### src/rtl/gtp_blk_tx_pkg.sv
// Shared definitions for the GTP block link: FSM encoding and control-word layout.
// The receive-side block FIFO uses the same control-word field constants.
package gtp_blk_tx_pkg;

    typedef enum logic [1:0] {
        ST_IDLE = 2'd0,
        ST_DATA = 2'd1,
        ST_GAP  = 2'd2
    } state_t;

    localparam int CW_FLAG_BIT = 15;
    localparam int CW_CHAN_MSB = 14;
    localparam int CW_CHAN_LSB = 9;
    localparam int CW_LEN_MSB  = 8;
    localparam int CW_LEN_LSB  = 0;

    localparam logic [15:0] CW_FLAG = 16'h8000;

    function automatic logic [15:0] make_cw(input logic [5:0] chan, input logic [8:0] len);
        logic [15:0] cw;
        cw = CW_FLAG;
        cw[CW_CHAN_MSB:CW_CHAN_LSB] = chan;
        cw[CW_LEN_MSB:CW_LEN_LSB]   = len;
        return cw;
    endfunction

endpackage

### src/rtl/gtp_blk_tx.sv
// Transmit framer: emits one control word then len source samples, one word per clock.
// gtp_vld qualifies gtp_dat every cycle; there is no backpressure, and src_dat follows src_rd by one clock.
module gtp_blk_tx
    import gtp_blk_tx_pkg::*;
#(
    parameter int unsigned GAP = 0
) (
    input  logic        gtp_clk,
    input  logic        rst,
    input  logic        start,
    input  logic [5:0]  chan,
    input  logic [8:0]  len,
    output logic        ready,
    output logic        src_rd,
    input  logic [14:0] src_dat,
    output logic [15:0] gtp_dat,
    output logic        gtp_vld,
    output logic        done,
    output logic        err_len,
    output logic        err_busy,
    output logic [15:0] blk_cnt,
    output logic [1:0]  o_dbg_state
);

    localparam logic [7:0] GAP_W = GAP[7:0];

    state_t      r_state;
    logic [8:0]  r_rem;
    logic [7:0]  r_gap;
    logic [15:0] r_dat;
    logic        r_vld;
    logic        r_done_pend;
    logic        r_done;
    logic        r_err_len;
    logic        r_err_busy;
    logic [15:0] r_blk_cnt;

    logic        w_ready;

    assign w_ready     = (r_state == ST_IDLE);
    assign ready       = w_ready;
    assign src_rd      = (w_ready & start & (len != 9'd0)) |
                         ((r_state == ST_DATA) & (r_rem > 9'd1));
    assign gtp_dat     = r_dat;
    assign gtp_vld     = r_vld;
    assign done        = r_done;
    assign err_len     = r_err_len;
    assign err_busy    = r_err_busy;
    assign blk_cnt     = r_blk_cnt;
    assign o_dbg_state = r_state;

    always_ff @(posedge gtp_clk) begin
        if (rst) begin
            r_state     <= ST_IDLE;
            r_rem       <= 9'd0;
            r_gap       <= 8'd0;
            r_dat       <= 16'd0;
            r_vld       <= 1'b0;
            r_done_pend <= 1'b0;
            r_done      <= 1'b0;
            r_err_len   <= 1'b0;
            r_err_busy  <= 1'b0;
            r_blk_cnt   <= 16'd0;
        end else begin
            r_err_len   <= 1'b0;
            r_err_busy  <= start & ~w_ready;
            r_done_pend <= 1'b0;
            r_done      <= r_done_pend;
            if (r_done_pend) begin
                r_blk_cnt <= r_blk_cnt + 16'd1;
            end

            case (r_state)
                ST_IDLE: begin
                    r_vld <= 1'b0;
                    r_dat <= 16'd0;
                    if (start) begin
                        if (len == 9'd0) begin
                            r_err_len <= 1'b1;
                        end else begin
                            r_dat   <= make_cw(chan, len);
                            r_vld   <= 1'b1;
                            r_rem   <= len;
                            r_state <= ST_DATA;
                        end
                    end
                end
                ST_DATA: begin
                    r_dat <= {1'b0, src_dat};
                    r_vld <= 1'b1;
                    r_rem <= r_rem - 9'd1;
                    if (r_rem == 9'd1) begin
                        r_done_pend <= 1'b1;
                        if (GAP_W != 8'd0) begin
                            r_gap   <= GAP_W;
                            r_state <= ST_GAP;
                        end else begin
                            r_state <= ST_IDLE;
                        end
                    end
                end
                ST_GAP: begin
                    r_vld <= 1'b0;
                    r_dat <= 16'd0;
                    if (r_gap <= 8'd1) begin
                        r_state <= ST_IDLE;
                    end else begin
                        r_gap <= r_gap - 8'd1;
                    end
                end
                default: begin
                    r_state <= ST_IDLE;
                end
            endcase
        end
    end

endmodule

### config.mk
export PLATFORM = sky130hd
export DESIGN_NAME = gtp_blk_tx
export DESIGN_NICKNAME = d
export VERILOG_FILES = /design/src/rtl/gtp_blk_tx_pkg.sv /design/src/rtl/gtp_blk_tx.sv
export SDC_FILE = /design/constraint.sdc
export NUM_CORES = 1
export LEC_CHECK = 0
export CORE_MARGIN = 1.5
export CORE_UTILIZATION = 48
export DETAILED_ROUTE_END_ITERATION = 12
export HOLD_SLACK_MARGIN = 0.03
export PLACE_DENSITY = 0.95
export SLEW_MARGIN = 20
export SYNTH_ARGS = -nofsm -noshare
export SYNTH_HDL_FRONTEND = slang
export SYNTH_SLANG_ARGS = --single-unit
### constraint.sdc
create_clock -name gtp_clk -period 2.4 [get_ports gtp_clk]
set_input_delay 0.36 -clock gtp_clk [delete_from_list [all_inputs] [get_ports gtp_clk]]
set_output_delay 0.36 -clock gtp_clk [all_outputs]
set_load 0.01 [all_outputs]
==> results of run 1 <==
## power groups by stage
| stage | Combinational, mW | Clock, mW | Sequential [mW] |
|---|---|---|---|
| 3_5_place_dp | 0.307 | 0 | 0.866 |
| 6_report | 0.338 | 0.692 | 0.855 |
| 3_3_place_gp | 0.299 | 0 | 0.863 |
| 5_1_grt | 0.358 | 0.728 | 0.858 |
| 4_1_cts | 0.325 | 0.686 | 0.850 |
| 2_1_floorplan | 0.146 | 0 | 0.869 |
## through the flow
stage	utilization	hold slack [ps]	instance area (µm²)
finish	0.762	466	3070
global placement	0.710	470	2860
global route	0.762	477	3070
detailed placement	0.710	498	2860
CTS	0.766	498	3080
floorplan	-	436	2030
## worst max path at each step
stage | end | slack [ps] | cells past startpoint
2_1_floorplan | src_rd | 520 | 4
3_3_place_gp | src_rd | -350 | 6
3_5_place_dp | src_rd | -340 | 6
4_1_cts | r_rem[1]$_SDFFE_PP0P_ | 60 | 14
5_1_grt | src_rd | 30 | 7
6_report | src_rd | 120 | 7
## kinds of logic after synthesis
kind of cell / Yosys count / share of synthesized area
simple gates: 86 / 0.234
buf+inv: 20 / 0.0512
xor+xnor: 13 / 0.0561
flops: 47 / 0.464
mux: 1 / 0.00494
fa+ha+maj: 3 / 0.0185
other cells: 1 / 0.00185
compound gates: 49 / 0.170
## cell usage after synthesis (all sizes together) (5+ instances only)
master,instances
dfxtp,47
nand4,5
a211oi,5
o21ai,8
clkbuf,7
a22o,11
a21oi,12
nand2,14
or3,6
and4,5
nor2,25
xor2,8
xnor2,5
buf,6
nand3,9
inv,6
## metal layers
metal / wire, µm / vias to the layer above / global-route usage
li1: - / 967 / -
met1: 2720 / 1041 / 0.378
met2: 3530 / 130 / 0.540
met3: 471 / 28 / 0.0757
met4: 223 / 0 / 0.148
met5: 0 / - / 0
## layout by cell type, fill, tap and decap left out, types with 2 or more instances in the layout
cell type / n
buf_4: 25
nand2_1: 14
or4_4: 3
and4_1: 4
o21ai_0: 8
and2_1: 4
nor4_1: 3
nor3_1: 3
a21oi_1: 12
bufinv_16: 2
nor2_1: 25
a22o_1: 11
ha_1: 3
inv_1: 6
or3_2: 2
clkdlybuf4s50_1: 62
xnor2_1: 5
or3_1: 4
xor2_1: 8
nand4_1: 5
dlygate4sd2_1: 7
clkbuf_8: 5
a31oi_1: 3
nor2b_1: 2
dfxtp_1: 47
o31ai_1: 2
a211oi_1: 5
nand3_1: 8
## state kept, by name (all words and copies together) (netlist names)
register     cells
gtp_dat         16
r_done_pend      1
gtp_vld          1
r_rem            9
err_busy         1
err_len          1
done             1
blk_cnt         16
o_dbg_state      1
## layout make-up
| cell class | instances | area [µm²] |
|---|---|---|
| multi-input cells | 153 | 1010 |
| clock buffers | 6 | 72.6 |
| repair buffers | 97 | 898 |
| fillers | 238 | 957 |
| flip-flops and latches | 47 | 941 |
| clock inverters | 2 | 60.1 |
| inverters | 7 | 26.3 |
| well taps | 50 | 62.6 |
## worst register-to-register path: stages (launching register included)
cell      delay [ps]
dfxtp_1          350
clkinv_1         270
nor2_1           850
a22o_1           280
## what timing repair did
action                                  in CTS  in global routing
setup buffers                               11                  0
endpoints found under the setup margin       1                  3
resized for setup                           17                  1
pin swaps                                    5                  3
==> results by group, run 1 <==
Synth
  • Synth area leaders: dfxtp_1, a22o_1, nor2_1, xor2_1, a21oi_1
  • Syn avg cell area: 9.22 µm²
  • Syn. warnings: 0
  • Primary FF master, synth: dfxtp_1
  • Post-synth top area share: 0.464
  • Area of the mapped netlist: 2030 µm²
  • Sequential area share after synthesis: 0.464
  • Yosys reg bits: 47
  • Post-synth EDFFs: 0
  • Post-Syn Instances: 220
  • Syn Nets: 256
  • Fraction of registers with async set or reset after synthesis: 0
  • Yosys top cell by area: dfxtp_1
  • Synth cell types: 48

GRT
  • Total gr overflow: 0
  • First-pass GRT wire length: 10,700 µm
  • Vias in the first global route: 2,121
  • Largest net degree at the start of global routing: 30
  • GRT Util Overall: 0.318
  • Initial antenna violation count: 0

Timing
  • Min Tclk post-route: 2280 ps
  • Worst setup margin: 120 ps
  • RSZ-0062 raised after global routing: false
  • Setup_tns: 0 ps
  • Finish-stage setup viols: 0
  • Period utilization: 0.950
  • Clk_skew: 10.1 ps
  • Final hold violation count: 0
  • Worst-Margin Slew: 976 ps
  • Slew Limit Fails: 0
  • Slew headroom: 0.347
  • Max Freq: 439 MHz

Floorplanning
  • Die Width: 68.0 µm
  • # rows: 23
  • Die height: 68.0 µm
  • Core ar.: 4030 µm²
  • Top Ports: 73
  • Initial core utilization: 0.503
  • Die area: 4620 µm²

Final layout
  • Final nets: 347
  • Non-Filler Instances: 362
  • Layout cells sized above 1: 0.151
  • Synthesis-to-finish area growth: 51.4%
  • Antenna fix cells: 0

Outcome
  • Status: completed

Critical path
  • Worst Path Required: 2040 ps
  • Worst r2r path cells: 3
  • Startpoint Class: primary input
  • Reg-to-Reg End: gtp_dat[0]$_SDFF_PP0_
  • WS Path Type: primary input to output port
  • Crit end category: output port
  • Worst Path Arrival: 1920 ps
  • Reg-to-reg slack, setup: 610 ps
  • Crit Reg-Reg Startpoint: o_dbg_state[0]$_SDFFE_PP0P_
  • Peak fanout along the critical path: 2
  • Worst path top cell family by delay: simple AND/OR/NAND/NOR gates
  • Crit-path cells: dlygate4sd2_1, or4_4, o31ai_4, buf_4, and2_1, a31oi_1, buf_2
  • CP peak stage delay: 570 ps
  • CP max-delay cell: or4_4
  • Start point of the critical path: len[6]
  • Crit path buffers/inverters: 3

Clock network
  • Clock tree sinks: 47
  • CTS Buf Count: 5
  • Hold buffers post-CTS: 0
  • Maximum clock insertion buffer count: 2
  • Root Buffer: clkbuf_8
  • H-tree lvl count: 2
  • Worst-path clk slew: 80 ps
  • CTS tree: built
  • Clock latency at the later pin of the worst-skew pair: 310 ps

Place
  • HPWL Detailed: 4100 µm
  • Port Buf Inserts: 71
  • Pre-CTS setup slack: -336 ps
  • DP Cell Count: 346
  • GP Congestion: 0.865

Flow run
  • Max-cap violations: 0

Power
  • Register share of total power: 0.454
  • Leakage: 1.18 nW
  • Logic pwr share: 0.179
  • Switch Pwr: 472 µW
  • Power per cell area: 614 nW/µm²
  • Peak VDD IR: 0.340 mV
  • Switching Share: 0.250
  • Clock power frac: 0.367
  • Internal: 1.41 mW
  • Post-route total power: 1.89 mW

Routing
  • Wire length per cell: 19.2 µm
  • DRC: 0
  • Routed vias: 2,166
  • Vias per cell: 5.98
  • First drt pass iteration count: 4
  • Final WL: 6940 µm
  • First DRT Iteration DRCs: 219
  • DRT antenna net count: 0

Hold path
  • Hold Crit Start: len[5]
  • Class of the worst hold path: primary input to flip-flop
  • Hold endpoint: gtp_dat[5]$_SDFF_PP0_
  • WHS Path Cells: 3
Power figures use the tool's default switching activity.
==> run 2, diff against run 1 <==
CELL_PAD_IN_SITES_DETAIL_PLACEMENT = 0   (was default)
CELL_PAD_IN_SITES_GLOBAL_PLACEMENT = 1   (was default)
CORE_UTILIZATION = 32   (was 48)
PLACE_DENSITY = 0.88   (was 0.95)
clock period = 2.15 ns   (was 2.4 ns; I/O delays follow)
==> run 2 against run 1 <==
  * Sequential share of layout area up 0.10 points
  * Highest routed layer unchanged
  * Critical path depth down 1
  * First-iteration DRC count down 47%
  * Die area up 48%
  * Non-clock buffer count unchanged
  * Hold slack worse by 14 ps
  * Clock skew down 3.3 ps
  * Design area down 0.33%
  * Setup slack worse by 58 ps
  * Cell count up 6.9%
  * Routed wire length down 22%
  * Combinational power up 8.9%
==> results by group, run 2 (synthesis results as in run 1) <==
Hold path
  • Hold endpoint: err_len$_SDFF_PP0_ (was gtp_dat[5]$_SDFF_PP0_)
  • Class of the worst hold path: primary input to flip-flop (unchanged)
  • WHS Path Cells: 3 (unchanged)
  • Hold Crit Start: len[7] (was len[5])

Timing
  • Slew headroom: 0.398 (was 0.347)
  • Worst setup margin: 62.3 ps (was 120 ps)
  • Final hold violation count: 0 (unchanged)
  • RSZ-0062 raised after global routing: false (unchanged)
  • Period utilization: 0.971
  • Slew Limit Fails: 0 (unchanged)
  • Clk_skew: 6.78 ps (was 10.1 ps)
  • Min Tclk post-route: 2090 ps
  • Max Freq: 479 MHz
  • Finish-stage setup viols: 0 (unchanged)
  • Worst-Margin Slew: 899 ps (was 976 ps)

GRT
  • GRT Util Overall: 0.171 (was 0.318)
  • Total gr overflow: 0 (unchanged)
  • Largest net degree at the start of global routing: 19 (was 30)
  • First-pass GRT wire length: 8740 µm (was 10,700 µm)
  • Initial antenna violation count: 0 (unchanged)
  • Vias in the first global route: 1,812 (was 2,121)

Final layout
  • Synthesis-to-finish area growth: 51.0% (was 51.4%)
  • Final nets: 347 (unchanged)
  • Fin area: 3060 µm² (was 3070 µm²)
  • Number of fill cells in the layout: 584 (was 238)
  • Layout cells sized above 1: 0.151 (unchanged)
  • Most common cell after layout, fill and taps aside: clkdlybuf4s50_1 (unchanged)
  • Antenna fix cells: 0 (unchanged)
  • Most frequent cells in the layout: clkdlybuf4s50_1, dfxtp_1, buf_4, nor2_1, nand2_1 (was clkdlybuf4s50_1, dfxtp_1, nor2_1, buf_4, nand2_1)

Routing
  • DRC: 0 (unchanged)
  • DRT antenna net count: 0 (unchanged)
  • Vias per cell: 4.97 (was 5.98)
  • Wire length per cell: 14.0 µm (was 19.2 µm)
  • First drt pass iteration count: 4 (unchanged)
  • Final WL: 5420 µm (was 6940 µm)
  • First DRT Iteration DRCs: 117 (was 219)
  • Routed vias: 1,924 (was 2,166)

Critical path
  • CP max-delay cell: or4_4 (unchanged)
  • Crit Reg-Reg Startpoint: blk_cnt[2]$_SDFFE_PP0P_ (was o_dbg_state[0]$_SDFFE_PP0P_)
  • Reg-to-reg slack, setup: 470 ps (was 610 ps)
  • Worst path top cell family by delay: simple AND/OR/NAND/NOR gates (unchanged)
  • Peak fanout along the critical path: 2 (unchanged)
  • Worst r2r path cells: 4 (was 3)
  • Worst Path Arrival: 1770 ps (was 1920 ps)
  • Crit path buffers/inverters: 2 (was 3)
  • WS Path Type: primary input to output port (unchanged)
  • Worst Path Required: 1830 ps (was 2040 ps)
  • Startpoint Class: primary input (unchanged)
  • Reg-to-Reg End: blk_cnt[15]$_SDFFE_PP0P_ (was gtp_dat[0]$_SDFF_PP0_)
  • Crit end category: output port (unchanged)
  • CP peak stage delay: 560 ps (was 570 ps)
  • Crit-path cells: dlygate4sd2_1, or4_4, o31ai_4, and2_4, a31oi_1, buf_2 (was dlygate4sd2_1, or4_4, o31ai_4, buf_4, and2_1, a31oi_1, buf_2)

Clock network
  • CTS Buf Count: 5 (unchanged)
  • Clock tree sinks: 47 (unchanged)
  • Clock latency at the later pin of the worst-skew pair: 300 ps (was 310 ps)
  • Root Buffer: clkbuf_8 (unchanged)
  • Maximum clock insertion buffer count: 2 (unchanged)
  • Worst-path clk slew: 80 ps (about the same)
  • H-tree lvl count: 2 (unchanged)
  • CTS tree: built (unchanged)

Place
  • Pre-CTS setup slack: -678 ps (was -336 ps)
  • Dpl cell area: 2940 µm² (was 2860 µm²)
  • HPWL Detailed: 4120 µm (was 4100 µm)
  • GP Congestion: 0.811 (was 0.865)
  • Port Buf Inserts: 71 (unchanged)

Power
  • Peak VDD IR: 0.307 mV (was 0.340 mV)
  • Post-route total power: 1.89 mW (about the same)
  • Leakage: 1.17 nW (was 1.18 nW)
  • Power per cell area: 618 nW/µm² (was 614 nW/µm²)

Flow run
  • Max-cap violations: 0 (unchanged)

Floorplanning
  • Die area: 6820 µm² (was 4620 µm²)
  • Die Width: 82.6 µm (was 68.0 µm)
  • Die height: 82.6 µm (was 68.0 µm)
  • Initial core utilization: 0.337 (was 0.503)
  • Core ar.: 6030 µm² (was 4030 µm²)
  • # rows: 28 (was 23)
  • Top Ports: 73 (unchanged)

Outcome
  • Status: completed (unchanged)
[run 2: stage by stage]
stage	std cells	util	hold WS (ps)	setup TNS, ps
6_report	387	0.508	452	0
5_1_grt	387	0.508	488	0
4_1_cts	387	0.508	451	0
3_5_place_dp	377	0.487	484	-871
3_3_place_gp	377	0.487	472	-650
2_1_floorplan	220	-	398	0
[run 2: power breakdown]
group	internal, mW	switching (mW)
Clock	0.293	0.295
Combinational	0.203	0.165
Sequential	0.912	0.0243
Total	1.41	0.484
[run 2: worst max-delay path by stage]
stage,start,to,slack (ps),cells past startpoint
floorplan,len[6],src_rd,340,4
global placement,len[6],src_rd,-630,6
detailed placement,len[6],src_rd,-680,6
CTS,len[6],src_rd,20,6
global route,r_rem[3]$_SDFFE_PP0P_,src_rd,20,4
finish,len[3],src_rd,60,6
[run 2: metal layers]
layer | up-vias | GRT usage | part of all wire
li1 | 969 | - | -
met1 | 919 | 0.213 | 0.45
met2 | 30 | 0.291 | 0.51
met3 | 6 | 0.0308 | 0.027
met4 | 0 | 0.0667 | 0.015
met5 | - | 0 | 0
[run 2: tightest hold or removal path, cell delays in order]
cell and delay [ps]:
dlygate4sd2_1 220, buf_4 120, nor3_1 50
[run 2: repair_timing]
action | 4_1_cts | 5_1_grt
buffers inserted | 2 | 0
pin swaps | 4 | 3
setup endpoints to repair | 1 | 1
hold buffers | 0 | 0
gates resized for setup | 16 | 1
[run 2: area by class of cell]
| cell class | instances | area, µm² | area share |
|---|---|---|---|
| inverters | 7 | 26.3 | 0.00858 |
| flip-flops and latches | 47 | 941 | 0.307 |
| clock inverters | 1 | 7.51 | 0.00245 |
| multi-input cells | 153 | 1000 | 0.327 |
| clock buffers | 7 | 96.3 | 0.0315 |
| repair buffers | 97 | 895 | 0.292 |
| well taps | 75 | 93.8 | 0.0306 |
==> run 3, diff against run 2 <==
SKIP_LAST_GASP = 1   (was default)
==> results of run 3 <==
No change in the layout: final DEF, timing and power equal those of run 2.
